File: src/rtl/load_unit_fsm.sv
`default_nettype none
// ============================================================================
//  Module      : load_unit_fsm
//  Description : RV32I data-memory load path. Accepts a load from execute,
//                issues a word-aligned read, waits a variable latency for the
//                data, extracts byte/half/word and sign/zero-extends it.
//                Stalls upstream while busy and flags misaligned/illegal
//                loads and memory timeouts.
//  Revision    : 1.0 - initial release
// ============================================================================
module load_unit_fsm #(
    parameter int TIMEOUT_CYCLES = 16
) (
    input  logic        clk_in,
    input  logic        rst_in,
    input  logic        load_req_in,
    input  logic [2:0]  fun_3_in,
    input  logic [31:0] iadder_in,
    output logic        dm_rd_req_o,
    output logic [31:0] dm_addr_o,
    input  logic        dm_ack_in,
    input  logic        dm_rvalid_in,
    input  logic [31:0] dm_rdata_in,
    output logic [31:0] lu_output_o,
    output logic        lu_valid_o,
    output logic        misaligned_o,
    output logic        bus_err_o,
    output logic        stall_o
);

    // ------------------------------------------------------------------------
    // Constants
    // ------------------------------------------------------------------------
    localparam int c_CNT_W = $clog2(TIMEOUT_CYCLES + 1);
    localparam logic [c_CNT_W-1:0] c_CNT_LIMIT = c_CNT_W'(TIMEOUT_CYCLES - 1);

    localparam logic [2:0] c_F3_LB  = 3'b000;
    localparam logic [2:0] c_F3_LH  = 3'b001;
    localparam logic [2:0] c_F3_LW  = 3'b010;
    localparam logic [2:0] c_F3_LBU = 3'b100;
    localparam logic [2:0] c_F3_LHU = 3'b101;

    typedef enum logic [2:0] {
        S_IDLE = 3'd0,
        S_REQ  = 3'd1,
        S_WAIT = 3'd2,
        S_DONE = 3'd3,
        S_ERR  = 3'd4
    } state_t;

    // ------------------------------------------------------------------------
    // Declarations
    // ------------------------------------------------------------------------
    state_t               r_state;
    state_t               w_state_nxt;

    logic [2:0]           r_fun3;
    logic [1:0]           r_addr_lo;
    logic                 r_dm_rd_req;
    logic [31:0]          r_dm_addr;
    logic [c_CNT_W-1:0]   r_cnt;
    logic [31:0]          r_lu_output;
    logic                 r_bus_err;

    logic                 w_accept;     // load taken in IDLE (legal or not)
    logic                 w_misaligned; // address/funct3 check on live inputs
    logic                 w_issue;      // legal load: start a memory read
    logic                 w_at_limit;   // timeout counter at its last cycle
    logic                 w_timeout;    // abort the in-flight load
    logic                 w_complete;   // read data arrives while waiting
    logic                 w_req_drop;   // request line falls next cycle

    logic [7:0]           w_byte;
    logic [15:0]          w_half;
    logic [31:0]          w_extracted;

    // ------------------------------------------------------------------------
    // Alignment / legality check on the incoming load
    // ------------------------------------------------------------------------
    // Classify the execute-stage request as illegal or misaligned
    always_comb begin
        w_misaligned = 1'b0;
        case (fun_3_in)
            c_F3_LB,
            c_F3_LBU: w_misaligned = 1'b0;
            c_F3_LH,
            c_F3_LHU: w_misaligned = iadder_in[0];
            c_F3_LW:  w_misaligned = (iadder_in[1:0] != 2'b00);
            default:  w_misaligned = 1'b1;   // 011, 110, 111 are not loads
        endcase
    end

    assign w_accept   = (r_state == S_IDLE) && load_req_in;
    assign w_issue    = w_accept && !w_misaligned;
    assign w_at_limit = (r_cnt == c_CNT_LIMIT);
    assign w_complete = (r_state == S_WAIT) && dm_rvalid_in;

    // Timeout applies in REQ and WAIT; arriving read data takes priority.
    // An ack on the last allowed REQ cycle does not extend the budget.
    assign w_timeout  = ((r_state == S_REQ) || (r_state == S_WAIT))
                        && w_at_limit && !w_complete;

    assign w_req_drop = (r_state == S_REQ) && (dm_ack_in || w_at_limit);

    // ------------------------------------------------------------------------
    // FSM
    // ------------------------------------------------------------------------
    // State register
    always_ff @(posedge clk_in) begin
        if (rst_in) begin
            r_state <= S_IDLE;
        end else begin
            r_state <= w_state_nxt;
        end
    end

    // Next-state decode
    always_comb begin
        w_state_nxt = r_state;
        case (r_state)
            S_IDLE: begin
                if (load_req_in) begin
                    w_state_nxt = w_misaligned ? S_ERR : S_REQ;
                end
            end
            S_REQ: begin
                if (w_at_limit) begin
                    w_state_nxt = S_IDLE;
                end else if (dm_ack_in) begin
                    w_state_nxt = S_WAIT;
                end
            end
            S_WAIT: begin
                if (dm_rvalid_in) begin
                    w_state_nxt = S_DONE;
                end else if (w_at_limit) begin
                    w_state_nxt = S_IDLE;
                end
            end
            S_DONE:  w_state_nxt = S_IDLE;
            S_ERR:   w_state_nxt = S_IDLE;
            default: w_state_nxt = S_IDLE;
        endcase
    end

    // ------------------------------------------------------------------------
    // Datapath registers
    // ------------------------------------------------------------------------
    // Capture funct3 and low address bits for later extraction
    always_ff @(posedge clk_in) begin
        if (rst_in) begin
            r_fun3    <= 3'b000;
            r_addr_lo <= 2'b00;
        end else if (w_accept) begin
            r_fun3    <= fun_3_in;
            r_addr_lo <= iadder_in[1:0];
        end
    end

    // Memory request line and word-aligned address, held stable until ack
    always_ff @(posedge clk_in) begin
        if (rst_in) begin
            r_dm_rd_req <= 1'b0;
            r_dm_addr   <= 32'h0;
        end else if (w_issue) begin
            r_dm_rd_req <= 1'b1;
            r_dm_addr   <= {iadder_in[31:2], 2'b00};
        end else if (w_req_drop) begin
            r_dm_rd_req <= 1'b0;
        end
    end

    // Cycles spent in REQ+WAIT, cleared when a new read is issued
    always_ff @(posedge clk_in) begin
        if (rst_in) begin
            r_cnt <= '0;
        end else if (w_issue) begin
            r_cnt <= '0;
        end else if ((r_state == S_REQ) || (r_state == S_WAIT)) begin
            r_cnt <= r_cnt + 1'b1;
        end
    end

    // ------------------------------------------------------------------------
    // Lane extraction and extension
    // ------------------------------------------------------------------------
    // Select byte/half by latched address and extend per latched funct3
    always_comb begin
        w_byte      = 8'h00;
        w_half      = 16'h0000;
        w_extracted = 32'h0;

        case (r_addr_lo)
            2'b00:   w_byte = dm_rdata_in[7:0];
            2'b01:   w_byte = dm_rdata_in[15:8];
            2'b10:   w_byte = dm_rdata_in[23:16];
            default: w_byte = dm_rdata_in[31:24];
        endcase

        w_half = r_addr_lo[1] ? dm_rdata_in[31:16] : dm_rdata_in[15:0];

        case (r_fun3)
            c_F3_LB:  w_extracted = {{24{w_byte[7]}}, w_byte};
            c_F3_LBU: w_extracted = {24'h0, w_byte};
            c_F3_LH:  w_extracted = {{16{w_half[15]}}, w_half};
            c_F3_LHU: w_extracted = {16'h0, w_half};
            c_F3_LW:  w_extracted = dm_rdata_in;
            default:  w_extracted = dm_rdata_in;
        endcase
    end

    // Result register: only updated by a completed read
    always_ff @(posedge clk_in) begin
        if (rst_in) begin
            r_lu_output <= 32'h0;
        end else if (w_complete) begin
            r_lu_output <= w_extracted;
        end
    end

    // Bus-error pulse follows the cycle in which the budget ran out
    always_ff @(posedge clk_in) begin
        if (rst_in) begin
            r_bus_err <= 1'b0;
        end else begin
            r_bus_err <= w_timeout;
        end
    end

    // ------------------------------------------------------------------------
    // Outputs
    // ------------------------------------------------------------------------
    assign dm_rd_req_o  = r_dm_rd_req;
    assign dm_addr_o    = r_dm_addr;
    assign lu_output_o  = r_lu_output;
    assign lu_valid_o   = (r_state == S_DONE);
    assign misaligned_o = (r_state == S_ERR);
    assign bus_err_o    = r_bus_err;
    // Combinational so the requesting instruction freezes in its issue cycle
    assign stall_o      = (r_state != S_IDLE) || load_req_in;

endmodule
`default_nettype wire

File: config.mk
export PLATFORM = sky130hd
export DESIGN_NAME = load_unit_fsm
export DESIGN_NICKNAME = d
export VERILOG_FILES = /design/src/rtl/load_unit_fsm.sv
export SDC_FILE = /design/constraint.sdc
export NUM_CORES = 1
export LEC_CHECK = 0
export ABC_AREA = 0
export ABC_CLOCK_PERIOD_IN_PS = 1800
export CAP_MARGIN = 20
export CORE_MARGIN = 2
export CORE_UTILIZATION = 43
export DETAILED_ROUTE_END_ITERATION = 12
export PLACE_DENSITY = 0.8
export SLEW_MARGIN = 40
export SYNTH_ARGS = -nofsm -noshare
export SYNTH_HDL_FRONTEND = slang
export SYNTH_SLANG_ARGS = --single-unit
export TNS_END_PERCENT = 1
File: constraint.sdc
create_clock -name clk_in -period 1.8 [get_ports clk_in]
set_input_delay 0.54 -clock clk_in [delete_from_list [all_inputs] [get_ports clk_in]]
set_output_delay 0.54 -clock clk_in [all_outputs]
set_load 0.01 [all_outputs]
== After elaboration in Yosys (flattened, before gate mapping) ==
Cells that the tools add are included.

* Register bits: 77
* Bits in latches: 0
* Bits in writable memories: 0
* Memory bits (read-only): 0
* Input bits: 72
* Output and inout bits: 69
* Logic and storage cells: 61
* Memories kept: 0

* Add/sub/neg operators: 1
* Multiply operators: 0
* Div/mod/pow operators: 0
* $lt $le $gt $ge: 0
* Eq/ne operators: 17
* Shift operators: 0
* Muxes and demuxes: 13
* Bitwise operators: 0
* Reduce and logical (&&, ||, !) cells: 22

{| class="wikitable"
|+ Operators with widths
! kind !! number
|-
| one-hot mux 32 bit (4 select lines) || 1
|-
| one-hot mux 8 bit (3 select lines) || 1
|-
| two-way mux 3 bit || 6
|-
| two-way mux 16 bit || 1
|-
| equality test 3 bit (second input constant) || 5
|-
| equality test 3 x 1 -> 1 bit (second input constant) || 3
|-
| equality test 3 x 2 -> 1 bit (second input constant) || 3
|-
| logical NOT 3 bit || 3
|-
| one-hot mux 3 bit (3 select lines) || 1
|-
| logical AND 1 bit || 6
|-
| != test 3 bit (second input constant) || 2
|-
| OR reduction 2 bit || 3
|-
| adder 5 x 1 -> 5 bit (second input constant) || 1
|-
| equality test 5 x 4 -> 1 bit (second input constant) || 1
|-
| nonzero test 2 bit || 2
|-
| logical OR 1 bit || 3
|-
| one-hot mux 1 bit (3 select lines) || 1
|-
| AND reduction 3 bit || 1
|-
| nonzero test 3 bit || 1
|-
| equality test 2 x 1 -> 1 bit (second input constant) || 1
|-
| equality test 2 bit (second input constant) || 1
|-
| logical NOT 1 bit || 2
|-
| logical NOT 2 bit || 1
|-
| two-way mux 1 bit || 2
|-
| != test 2 bit (second input constant) || 1
|}

== Longest topological paths before layout ==
* Depth in word-level cells: 6
* Gate-level depth with buffers: 7
* Mapped depth without buffers: 7

== Worst setup path before layout ==
No wires, ideal clock.

* Path kind: input -> register
* From: input iadder_in[1]
* To: register r_dm_addr[20] (netlist: dm_addr_o[20])
* Setup time: 135 ps
* Arrival time: 1538 ps
* Data required time: 1665 ps
* Setup slack: 127 ps
* Stages on the path: 5
* Path buffers: 1
* Cells stage by stage: nor4_1 > o21ai_2 > buf_2 > nand2_1 > a21oi_1

* Cells in the longest elaborated chain, start to end: 4

{| class="wikitable"
|+ Ends and longest elaborated chain
! what !! RTL line !! text
|-
| from (decl) || 18 || <nowiki>input logic [31:0] iadder_in,</nowiki>
|-
| nonzero test 2 bit || 88 || <nowiki>c_F3_LW: w_misaligned = (iadder_in[1:0] != 2'b00);</nowiki>
|-
| one-hot mux 1 bit (3 select lines) || 83 || <nowiki>case (fun_3_in)</nowiki>
|-
| logical NOT 1 bit || 94 || <nowiki>assign w_issue = w_accept && !w_misaligned;</nowiki>
|-
| logical AND 1 bit || 94 ||
|-
| to (signal assigned) || 167 || <nowiki>r_dm_addr <= {iadder_in[31:2], 2'b00};</nowiki>
|-
| to (decl) || 60 || <nowiki>logic [31:0] r_dm_addr;</nowiki>
|}

Every way passes these cells.
A chain may end at the register's enable or synchronous reset.

== Final worst setup path ==
* From: input load_req_in
* To: output stall_o

* Cells in the longest elaborated chain, start to end: 1

{| class="wikitable"
|+ Ends and longest elaborated chain
! what !! RTL line !! text
|-
| from (decl) || 16 || <nowiki>input logic load_req_in,</nowiki>
|-
| logical OR 1 bit || 240 || <nowiki>assign stall_o = (r_state != S_IDLE) || load_req_in;</nowiki>
|-
| to (decl) || 28 || <nowiki>output logic stall_o</nowiki>
|}

Every way passes these cells.

==> out/results.txt <==
Peak supply drop: 0.000407 V
RSZ-0062 raised after global routing: false
Fmax achieved: 0.562 GHz
sequential share of power: 0.471
post-route antenna net violation count: 0
status: completed
Die Ht: 93.3 um
cell accounting for the most synthesized area: dfxtp_1
pre-CTS setup slack: -435 ps
CP startpoint kind: input pin
Int Pwr: 0.00286 W
Hold Crit Start: dm_addr_o[10]
Final Max Tran Viols: 0
Critical Path AT: 1240 ps
drt total wl: 9.96 mm
vias per cell: 5.24
minimum clock period: 1780 ps
drt first pass iters: 4
wl on met1: 4.07 mm
Finished Layout Cells: 679
NetSw: 0.00103 W
sequential-to-total area share from yosys stat: 0.450
Synth Area in Adders: 0.00730
skew final: 10.0 ps
Final setup viols: 0
Num CTS Buffers: 9
Synth area leaders: dfxtp_1 (45%), nand2_1 (11%), a21oi_1 (5.5%), a211oi_1 (5.5%), nor2_1 (2.7%)
largest net degree at the start of global routing: 36
mux contribution to synthesized area: 0.0179
Worst Path Required: 1260 ps
nets@finish: 646
met2 WL: 4.80 mm
PD cells: 711 nW/um2
Synth-to-Final Area Change: 59.6%
# Max-Cap Violations: 0
Crit Path Class: input pin to output pin
vias in the first global route: 3402
Worst Hold Class: flip-flop to flip-flop
P_leak: 2.85 nW
Post-synth ARST share: 0
I/O pins: 141
CP max FO: 2
Rows: 32
CTS Root Cell: clkbuf_8
Hold Crit Depth: 2
H-tree levels: 3
Reg-to-Reg End: r_state[0]
Synth Area in XOR/XNOR: 0.0102
Die ar.: 8700 um2
Fin Hold WS: 452 ps
reg2reg start: r_cnt[0]
syn avg cell area: 8.20 um2
r2r setup slk: 130 ps
Final Hold Viols: 0
initial antenna violation count: 0
switching share of power: 0.265
CTS tree: built
cell with the most instances after synthesis: nand2_1
via total after detailed routing: 3558
Bufs on Longest Clock Path: 2
endpoint class of the critical path: output pin
Seq cells post-synth: 77
HPWL Detailed: 7.40 mm
Post-Syn Area: 3430 um2
Inserted Diodes: 0
Clock Latency Late Sink: 350 ps
Clk network pwr share: 0.339
number of flops mapped to enable cells by yosys: 0
Fin Setup TNS: 0 ps
top cell type's share of synthesized area: 0.450
DR WL met3: 868 um
DR DRC count: 0
largest family of logic cells by synthesized area: simple AND/OR/NAND/NOR gates
Compound-Gate Fraction of Synth Area: 0.193
share of cells above drive strength 1: 0.132
Final Cycle Share: 0.988
Logic pwr share: 0.190
clock slew at reported path FFs: 80 ps
final weighted congestion in routability-driven placement: 0.838
CTS Hold Bufs: 0
placed insts: 663
most common flop cell mapped by yosys: dfxtp_1
Hold EP: dm_addr_o[10]
post-route setup slack: 22.1 ps
Synth Area in Simple Gates: 0.263
Starting Density: 0.444
Core Region: 7730 um2
number of port buffers: 138
GRT Overall Usage: 0.235
max layer used: met4
Iteration-0 DRC Markers: 132
Synth cell types: 41
Die Wd: 93.3 um
Worst Reg-to-Reg Cells: 7
Synth top cells by count: nand2_1 (103), dfxtp_1 (77), a21oi_1 (38)
first-pass GRT wire length: 16.3 mm
gr ovfl total: 0
Synth Instances: 418
Num Clock Sinks: 77
WL/cell: 14.7 um
Setup Fix Bufs, Post-CTS: 0
Ys Warns: 0
[sequential cells by signal, indices dropped and copies added (netlist names)]
name         flops
bus_err_o        1
dm_addr_o       30
dm_rd_req_o      1
lu_output_o     32
r_addr_lo        2
r_cnt            5
r_fun3           3
r_state          3
[critical path, stage by stage]
cell             delay (ps)
clkdlybuf4s50_1         470
nand2b_4                130
buf_6                   100
[power groups by stage]
stage / Combinational (W) / Sequential (W) / Clock, W
after floorplan: 0.000316 / 0.00188 / 0
after global placement: 0.000731 / 0.00186 / 0
after detailed placement: 0.000740 / 0.00187 / 0
after CTS: 0.000742 / 0.00183 / 0.00134
after global routing: 0.000803 / 0.00184 / 0.00144
final: 0.000739 / 0.00183 / 0.00132
[how the worst max path moves through the flow]
stage | from | endpoint | slack [ps] | cells after the start
2_1_floorplan | iadder_in[1] | dm_addr_o[20] | 130 | 5
3_3_place_gp | load_req_in | stall_o | -400 | 3
3_5_place_dp | dm_rvalid_in | lu_output_o[1] | -440 | 5
4_1_cts | r_state[2] | misaligned_o | -10 | 2
5_1_grt | r_state[1] | stall_o | 0.5 | 3
6_report | load_req_in | stall_o | 20 | 3
[logic make-up after synthesis]
| kind of cell | after synthesis |
|---|---|
| multiplexers | 6 |
| XOR/XNOR | 4 |
| flip-flops | 77 |
| other | 1 |
| adder cells (fa/ha/maj) | 2 |
| AO/OA/AOI/OAI | 104 |
| AND/OR/NAND/NOR | 187 |
| buffers and inverters | 37 |
[repair_timing]
item | 4_1_cts | 5_1_grt
resized for setup | 13 | 68
pin swaps | 1 | 4
endpoints found under the setup margin | 13 | 81
cloned | 0 | 0
[cell type report]
| class | instances | area (um2) |
|---|---|---|
| inverter | 4 | 15.0 |
| multi-input combinational | 305 | 1750 |
| tap | 102 | 128 |
| fill | 625 | 2260 |
| timing repair buffer | 175 | 1840 |
| clock buffer | 11 | 141 |
| clock inverter | 5 | 58.8 |
| sequential | 77 | 1540 |
[through the flow]
stage / total power, W / cell area (um2) / utilization
after global routing: 0.00408 / 5470 / 0.708
after CTS: 0.00391 / 5290 / 0.685
final: 0.00389 / 5470 / 0.708
after global placement: 0.00260 / 5100 / 0.660
after floorplan: 0.00220 / 3430 / -
after detailed placement: 0.00261 / 5100 / 0.660
[cells in the final DEF, fill, tap and decap left out, drive strengths merged, types with 2 or more instances in the layout]
| cell type | n |
|---|---|
| ha | 2 |
| nor3b | 3 |
| clkbuf | 12 |
| nand2 | 103 |
| nor2 | 25 |
| xnor2 | 4 |
| buf | 40 |
| and3 | 2 |
| a21oi | 41 |
| a31oi | 9 |
| nand2b | 6 |
| dlymetal6s2s | 57 |
| dfxtp | 77 |
| a211oi | 25 |
| nand3b | 8 |
| clkinvlp | 2 |
| nand3 | 7 |
| and2 | 6 |
| conb | 2 |
| or3 | 2 |
| mux2i | 5 |
| inv | 5 |
| o21ai | 18 |
| nor3 | 9 |
| nor4b | 3 |
| o31ai | 2 |
| nor2b | 7 |
| nor4 | 4 |
| a221o | 6 |
| clkdlybuf4s50 | 76 |
[routing by layer]
| metal | vias up | GRT usage |
|---|---|---|
| li1 | 1749 | - |
| met1 | 1650 | 0.282 |
| met2 | 143 | 0.384 |
| met3 | 16 | 0.0798 |
| met4 | 0 | 0.0931 |
| met5 | - | 0 |
No activity file was read; power rests on OpenSTA's default activity.
